$ cat config.mk
export PLATFORM = sky130hd
export DESIGN_NAME = decoder_scan
export DESIGN_NICKNAME = d
export VERILOG_FILES = /design/src/rtl/decoder_scan.sv
export SDC_FILE = /design/constraint.sdc
export NUM_CORES = 1
export LEC_CHECK = 0
export ABC_AREA = 1
export ABC_CLOCK_PERIOD_IN_PS = 2700
export CAP_MARGIN = 20
export CELL_PAD_IN_SITES_DETAIL_PLACEMENT = 0
export CELL_PAD_IN_SITES_GLOBAL_PLACEMENT = 2
export CORE_MARGIN = 2
export CORE_UTILIZATION = 35
export CTS_CLUSTER_SIZE = 16
export DETAILED_ROUTE_END_ITERATION = 12
export DONT_BUFFER_PORTS = 1
export PLACE_DENSITY = 0.82
export SKIP_LAST_GASP = 1
export SLEW_MARGIN = 40
export SYNTH_ARGS = -nofsm -noshare
export SYNTH_HDL_FRONTEND = slang
export SYNTH_SLANG_ARGS = --single-unit
$ cat constraint.sdc
create_clock -name clk -period 2.7 [get_ports clk]
set_clock_uncertainty 0.2 [all_clocks]
set_input_delay 0.27 -clock clk [delete_from_list [all_inputs] [get_ports clk]]
set_output_delay 0.27 -clock clk [all_outputs]
set_load 0.05 [all_outputs]
$ cat src/rtl/decoder_scan.sv
// Registered N-to-2**N one-hot decoder with an auto-stepping scan mode for digit/row select.
// Optional `wrap` output (pulse on LAST -> 0 scan step) enabled by defining DECODER_SCAN_WRAP_EN.
module decoder_scan #(
   parameter int N        = 2,
   parameter int SCAN_DIV = 4,
   parameter int LAST     = 2**N-1
) (
   input  logic            clk,
   input  logic            rst,
   input  logic            en,
   input  logic            mode,
   input  logic [N-1:0]    x,
   input  logic            x_valid,
   output logic [2**N-1:0] y,
   output logic [N-1:0]    idx,
   output logic            y_valid
`ifdef DECODER_SCAN_WRAP_EN
   ,output logic           wrap
`endif
);
   localparam int W  = 2**N;
   localparam int DW = (SCAN_DIV > 1) ? $clog2(SCAN_DIV) : 1;
   localparam logic [W-1:0]  ONE      = W'(1);
   localparam logic [N-1:0]  LAST_I   = N'(LAST);
   localparam logic [DW-1:0] DIV_TC   = DW'(SCAN_DIV-1);
   // Bit i set when index i lies inside the scan range 0..LAST.
   localparam logic [W-1:0]  IN_RANGE = (ONE << (LAST+1)) - ONE;

   typedef enum logic [1:0] {S_IDLE, S_DEC, S_SCAN} state_t;

   state_t        state, state_nxt;
   logic [DW-1:0] div, div_nxt;
   logic [W-1:0]  y_nxt;
   logic [N-1:0]  idx_nxt;
   logic          y_valid_nxt;
   logic          at_last;
   logic [N-1:0]  step_idx;
`ifdef DECODER_SCAN_WRAP_EN
   logic          wrap_nxt;
`endif

   always_ff @(posedge clk or posedge rst) begin
      if (rst) begin
         state   <= S_IDLE;
         div     <= '0;
         y       <= '0;
         idx     <= '0;
         y_valid <= 1'b0;
`ifdef DECODER_SCAN_WRAP_EN
         wrap    <= 1'b0;
`endif
      end else begin
         state   <= state_nxt;
         div     <= div_nxt;
         y       <= y_nxt;
         idx     <= idx_nxt;
         y_valid <= y_valid_nxt;
`ifdef DECODER_SCAN_WRAP_EN
         wrap    <= wrap_nxt;
`endif
      end
   end

   always_comb begin
      state_nxt   = state;
      div_nxt     = div;
      y_nxt       = y;
      idx_nxt     = idx;
      y_valid_nxt = 1'b0;
`ifdef DECODER_SCAN_WRAP_EN
      wrap_nxt    = 1'b0;
`endif
      at_last  = (idx == LAST_I);
      step_idx = at_last ? '0 : idx + 1'b1;
      if (en) begin
         case (state)
            S_SCAN: begin
               if (mode) begin
                  if (div == DIV_TC) begin
                     div_nxt     = '0;
                     idx_nxt     = step_idx;
                     y_nxt       = ONE << step_idx;
                     y_valid_nxt = 1'b1;
`ifdef DECODER_SCAN_WRAP_EN
                     wrap_nxt    = at_last;
`endif
                  end else begin
                     div_nxt = div + 1'b1;
                  end
               end else begin
                  // Leaving scan: y keeps the last scanned digit unless x arrives now.
                  state_nxt = S_DEC;
                  div_nxt   = '0;
                  if (x_valid) begin
                     idx_nxt     = x;
                     y_nxt       = ONE << x;
                     y_valid_nxt = 1'b1;
                  end
               end
            end
            default: begin
               if (mode) begin
                  state_nxt   = S_SCAN;
                  div_nxt     = '0;
                  y_valid_nxt = 1'b1;
                  if ((IN_RANGE & (ONE << idx)) == '0) begin
                     idx_nxt = '0;
                     y_nxt   = ONE;
                  end else begin
                     y_nxt   = ONE << idx;
                  end
               end else if (x_valid) begin
                  state_nxt   = S_DEC;
                  idx_nxt     = x;
                  y_nxt       = ONE << x;
                  y_valid_nxt = 1'b1;
               end
            end
         endcase
      end
   end
endmodule

==> Yosys cells after proc, flatten, opt, wreduce, memory -nomap -nowiden <==
Cells that the tools add are included.
{ "totals": {"memories": 0, "latchBits": 0, "out_inout_bits": 7, "mem_bits_ro": 0, "word_cells": 50, "inputBits": 7, "reg_bits": 11, "ram_bits": 0} }
{ "classes": {"eq_ne": 6, "n_addsub": 2, "bitwise_logic": 0, "n_reduce_logical": 7, "order_cmp": 0, "n_mux": 27, "div_mod_pow": 0, "mul": 0, "shifts": 3} }
{ "op_table": {"columns": ["operator", "count"], "rows": [
  ["2-bit two-way mux", 15],
  ["4-bit two-way mux", 6],
  ["1-bit by 2-bit left shift with 4-bit output (first input constant)", 3],
  ["2-bit equality test (second input constant)", 3],
  ["1-bit two-way mux", 6],
  ["3-bit AND reduction", 2],
  ["2-bit by 1-bit adder with 2-bit output (second input constant)", 2],
  ["4-bit logical NOT", 1],
  ["2-bit AND reduction", 2],
  ["3-bit by 1-bit != test with 1-bit output (second input constant)", 1],
  ["3-bit != test (second input constant)", 1],
  ["3-bit nonzero test", 1],
  ["2-bit != test (second input constant)", 1],
  ["2-bit nonzero test", 1]
]} }

==> Longest topological paths before layout <==
{ "logic_depth": {"depth_word": 6, "ltp_mapped": 8, "ltp_nobuf": 8} }

==> Worst setup path after synthesis <==
No wires, ideal clock.
{ "synth_timing": {"kind": "register -> register", "start": "reg idx[0]", "end": "reg idx[0]", "setup_ps": 118, "setup_slack_ps": 902, "t_required_ps": 2382, "arrival_ps": 1480, "period_less_slack_ps": 1798, "path_buffers": 0, "stages_incl_launch_ff": 9, "path_cell_list": "dfrtp_1 -> inv_1 -> ha_1 -> nor2_1 -> nand2_1 -> nand2_1 -> nand2_2 -> nand2_1 -> nand2_1"} }
{ "synth_between": {"elab_chain_cells": 5, "word_cells_on_any_way": 12, "classes_between": "1 x add/sub; 2 x eq/ne; 1 x shift; 6 x mux; 2 x reduce/logical"} }
{ "synth_lines": {"columns": ["element", "line", "text"], "rows": [
  ["start: declaration", "15", "output logic [N-1:0] idx,"],
  ["start signal: assignment", "56", "idx <= idx_nxt;"],
  ["2-bit by 1-bit adder with 2-bit output or 2-bit equality test (tied branches)", "74, 73", null],
  ["2-bit two-way mux", "74", "step_idx = at_last ? '0 : idx + 1'b1;"],
  ["2-bit two-way mux", "79", "if (div == DIV_TC) begin"],
  ["2-bit two-way mux", "78", "if (mode) begin"],
  ["2-bit two-way mux", "76", "case (state)"]
]} }
Several ways; a longest one is shown, not always the timed one. The select of a mux whose other input is x is not followed.
A chain may end at the register's enable or synchronous reset.

==> Final worst setup path <==
{ "layout_timing": {"start": "reg idx[0]", "end": "reg idx[1]"} }
The elaborated chain is that of the path after synthesis.

==> key figures <==
Yosys
  – Syn Area/Cell: 7.037 um2
  – Most frequent cells after synthesis: 43 x nand2_1, 16 x nand3_1, 11 x dfrtp_1, 11 x inv_1
  – Fraction of registers with async set/reset: 1.000
  – Distinct cell type count after synthesis: 14
  – Synth warnings: 0
  – Syn_nets: 122
  – Sequential area share after synthesis: 0.3589
  – Top FF cell, synth: dfrtp_1
  – Synth top area share: 0.3589
  – Mapped Cells: 109
  – Post-synth EDFFs: 0
  – Synth top area cells: dfrtp_1 36%, nand2_1 21%, nand3_1 10%, ha_1 9.8%, inv_1 5.4%
  – Mapped Area: 767.0 um2
  – Post-synth top area cell: dfrtp_1
  – Seq cells post-synth: 11
  – Most common cell in the netlist: nand2_1

Clock network
  – Num Clock Sinks: 11
  – Post-CTS Setup Repair Bufs: 0
  – TritonCTS clock tree: yes
  – CTS root buf: clkbuf_4
  – Resized cells post-CTS: 0
  – Cts bufs inserted: 3
  – Clk pin slew, worst setup/hold paths: 60 ps
  – Clock Latency Late Sink: 260 ps
  – Htree depth: 1
  – Max Buffers Root-to-Sink: 2

Job
  – Max Cap Viol: 0

Placed design
  – Worst Setup Slack post-DPL: 753.2 ps
  – Detailed placement HPWL: 1254 um
  – # port buffers: 0
  – Dpl cell area: 789.5 um2
  – Gpl congestion: 0.8407
  – DP Cell Count: 135

STA
  – Slew @ Worst Pin: 666.6 ps
  – RSZ-0062 raised after global routing: no
  – Final worst setup slack: 740.8 ps
  – Final setup fails: 0
  – Slew headroom: 0.5556
  – Slew Viols, Final: 0
  – Final hold vios: 2
  – Hold_ws: -0.7777 ps
  – Setup_tns: 0 ps
  – Final min period: 1959 ps
  – Tcrit/Tclk final: 0.7256
  – Fmax: 0.5104 GHz

Detailed routing
  – DR iter-0 viols: 10
  – Vias: 677
  – DRC viols: 0
  – Drt total wl: 1557 um
  – Vias per std cell: 4.801
  – Antenna viol nets, final: 0
  – Wire length per cell: 11.04 um
  – Drt pass-1 iters: 4

Critical path
  – Max stage delay on crit path: 770 ps
  – Critical Path Start Type: flip-flop
  – CP max stage cell: dfrtp_1
  – Critical Path Most Common Cell: nand2_1
  – WP data required: 2660 ps
  – Setup crit start: idx[0]$_DFFE_PP0P_
  – Crit path kind: flip-flop to flip-flop
  – Worst EP arrival: 1920 ps
  – RR Startpoint: idx[0]$_DFFE_PP0P_
  – Worst Path Buf+Inv: 1
  – Worst-path cell chain: inv_1, ha_1, nor2_1, nand2_1, nand2_1, nand2_2, nand2_1, nand2_1
  – Worst-path fanout max: 8
  – Family with the most delay on the worst path: flip-flops
  – Crit path capture type: flip-flop

Final layout
  – Layout cells sized above 1: 0.1053
  – Finished Cell Area: 835.8 um2
  – Post-Layout Cell Count: 141
  – Nets: 128
  – # diodes: 0
  – Synth-to-Final Area Change: 8.972%

Status
  – Failing checks: negative hold slack
  – Status: finished with violations

GRT
  – Total gr overflow: 0
  – Pin count of the biggest net entering global routing: 16
  – Total GRT Usage: 0.1395
  – Initial antenna violation count: 0
  – Vias in the first global route: 644
  – First-pass GRT wire length: 2677 um

Die
  – Full die area: 2582 um2
  – Core Area: 2022 um2
  – Die span in y: 50.81 um
  – Initial core utilization: 0.3793
  – Ports: 14
  – Die Span X: 50.81 um
  – Row count: 16

Worst hold path
  – Hold Crit Start: mode
  – Hold Crit Class: primary input to flip-flop

Power
  – PD cells: 779.9 nW/um2
  – LEAKAGE: 0.0004646 uW
  – Design Power: 651.8 uW
  – Peak supply drop: 0.3659 mV
==> final timing paths <==
| kind | slack, ps | depth (start not counted) | to |
|---|---|---|---|
| hold reg to reg | 300 | 2 | div[1]$_DFFE_PP0P_ |
| min in group asynchronous | 240 | 2 | div[0]$_DFFE_PP0P_ |
| setup / recovery | 740 | 8 | idx[1]$_DFFE_PP0P_ |
| max in group asynchronous | 1770 | 2 | y[3]$_DFFE_PP0P_ |
| hold / removal | -0.8 | 2 | div[1]$_DFFE_PP0P_ |
| setup reg to reg | 740 | 8 | idx[1]$_DFFE_PP0P_ |
==> power breakdown <==
part           switching [uW]  internal, uW
combinational             114          72.5
clock                    51.4          57.2
sequential                156           202
==> sequential cells by signal (all words and copies together), names as in the netlist <==
name     cells
y            4
div          2
idx          2
state        2
y_valid      1
==> cell type report <==
class                           instances  area [um2]
Inverter                               14       52.55
Clock buffer                            4       26.28
Multi-Input combinational cell         83       427.9
Fill cell                             232        1186
Timing Repair Buffer                    2       20.02
Sequential cell                        11       275.3
Tap cell                               27       33.78
==> metal layers <==
layer	track usage	wire length [um]	vias to the layer above
met1	0.1673	718	309
met5	0	0	-
met4	0.01351	10	0
met2	0.2434	725	14
li1	-	-	352
met3	0.05556	103	2
==> stage by stage <==
| step | util | hold slack (ps) |
|---|---|---|
| after floorplan | - | -77.56 |
| after global placement | 0.3905 | -30.64 |
| after detailed placement | 0.3905 | -21.88 |
| after CTS | 0.4134 | 0.4897 |
| after global routing | 0.4134 | 18.64 |
| final | 0.4134 | -0.7777 |
==> placed cells by master, fill, tap and decap left out, types with 3 or more instances in the layout <==
cell	count
inv_1	11
o21ai_0	3
ha_1	6
nand2_1	43
clkbuf_4	3
dfrtp_1	11
inv_2	3
nand3_1	16
nor2_1	6
nand4_1	3
==> logic make-up after synthesis <==
logic type | count (synthesis) | synth area share
compound gates | 4 | 0.03099
fa+ha+maj | 6 | 0.09788
buf+inv | 15 | 0.08320
flops | 11 | 0.3589
simple gates | 73 | 0.4290
==> what timing repair did <==
item                                    CTS  global route
endpoints found under the setup margin    0             0
hold endpoints to repair                 14             0
hold buffers                              2             0
Note: power is estimated with default switching activity, not from simulation.
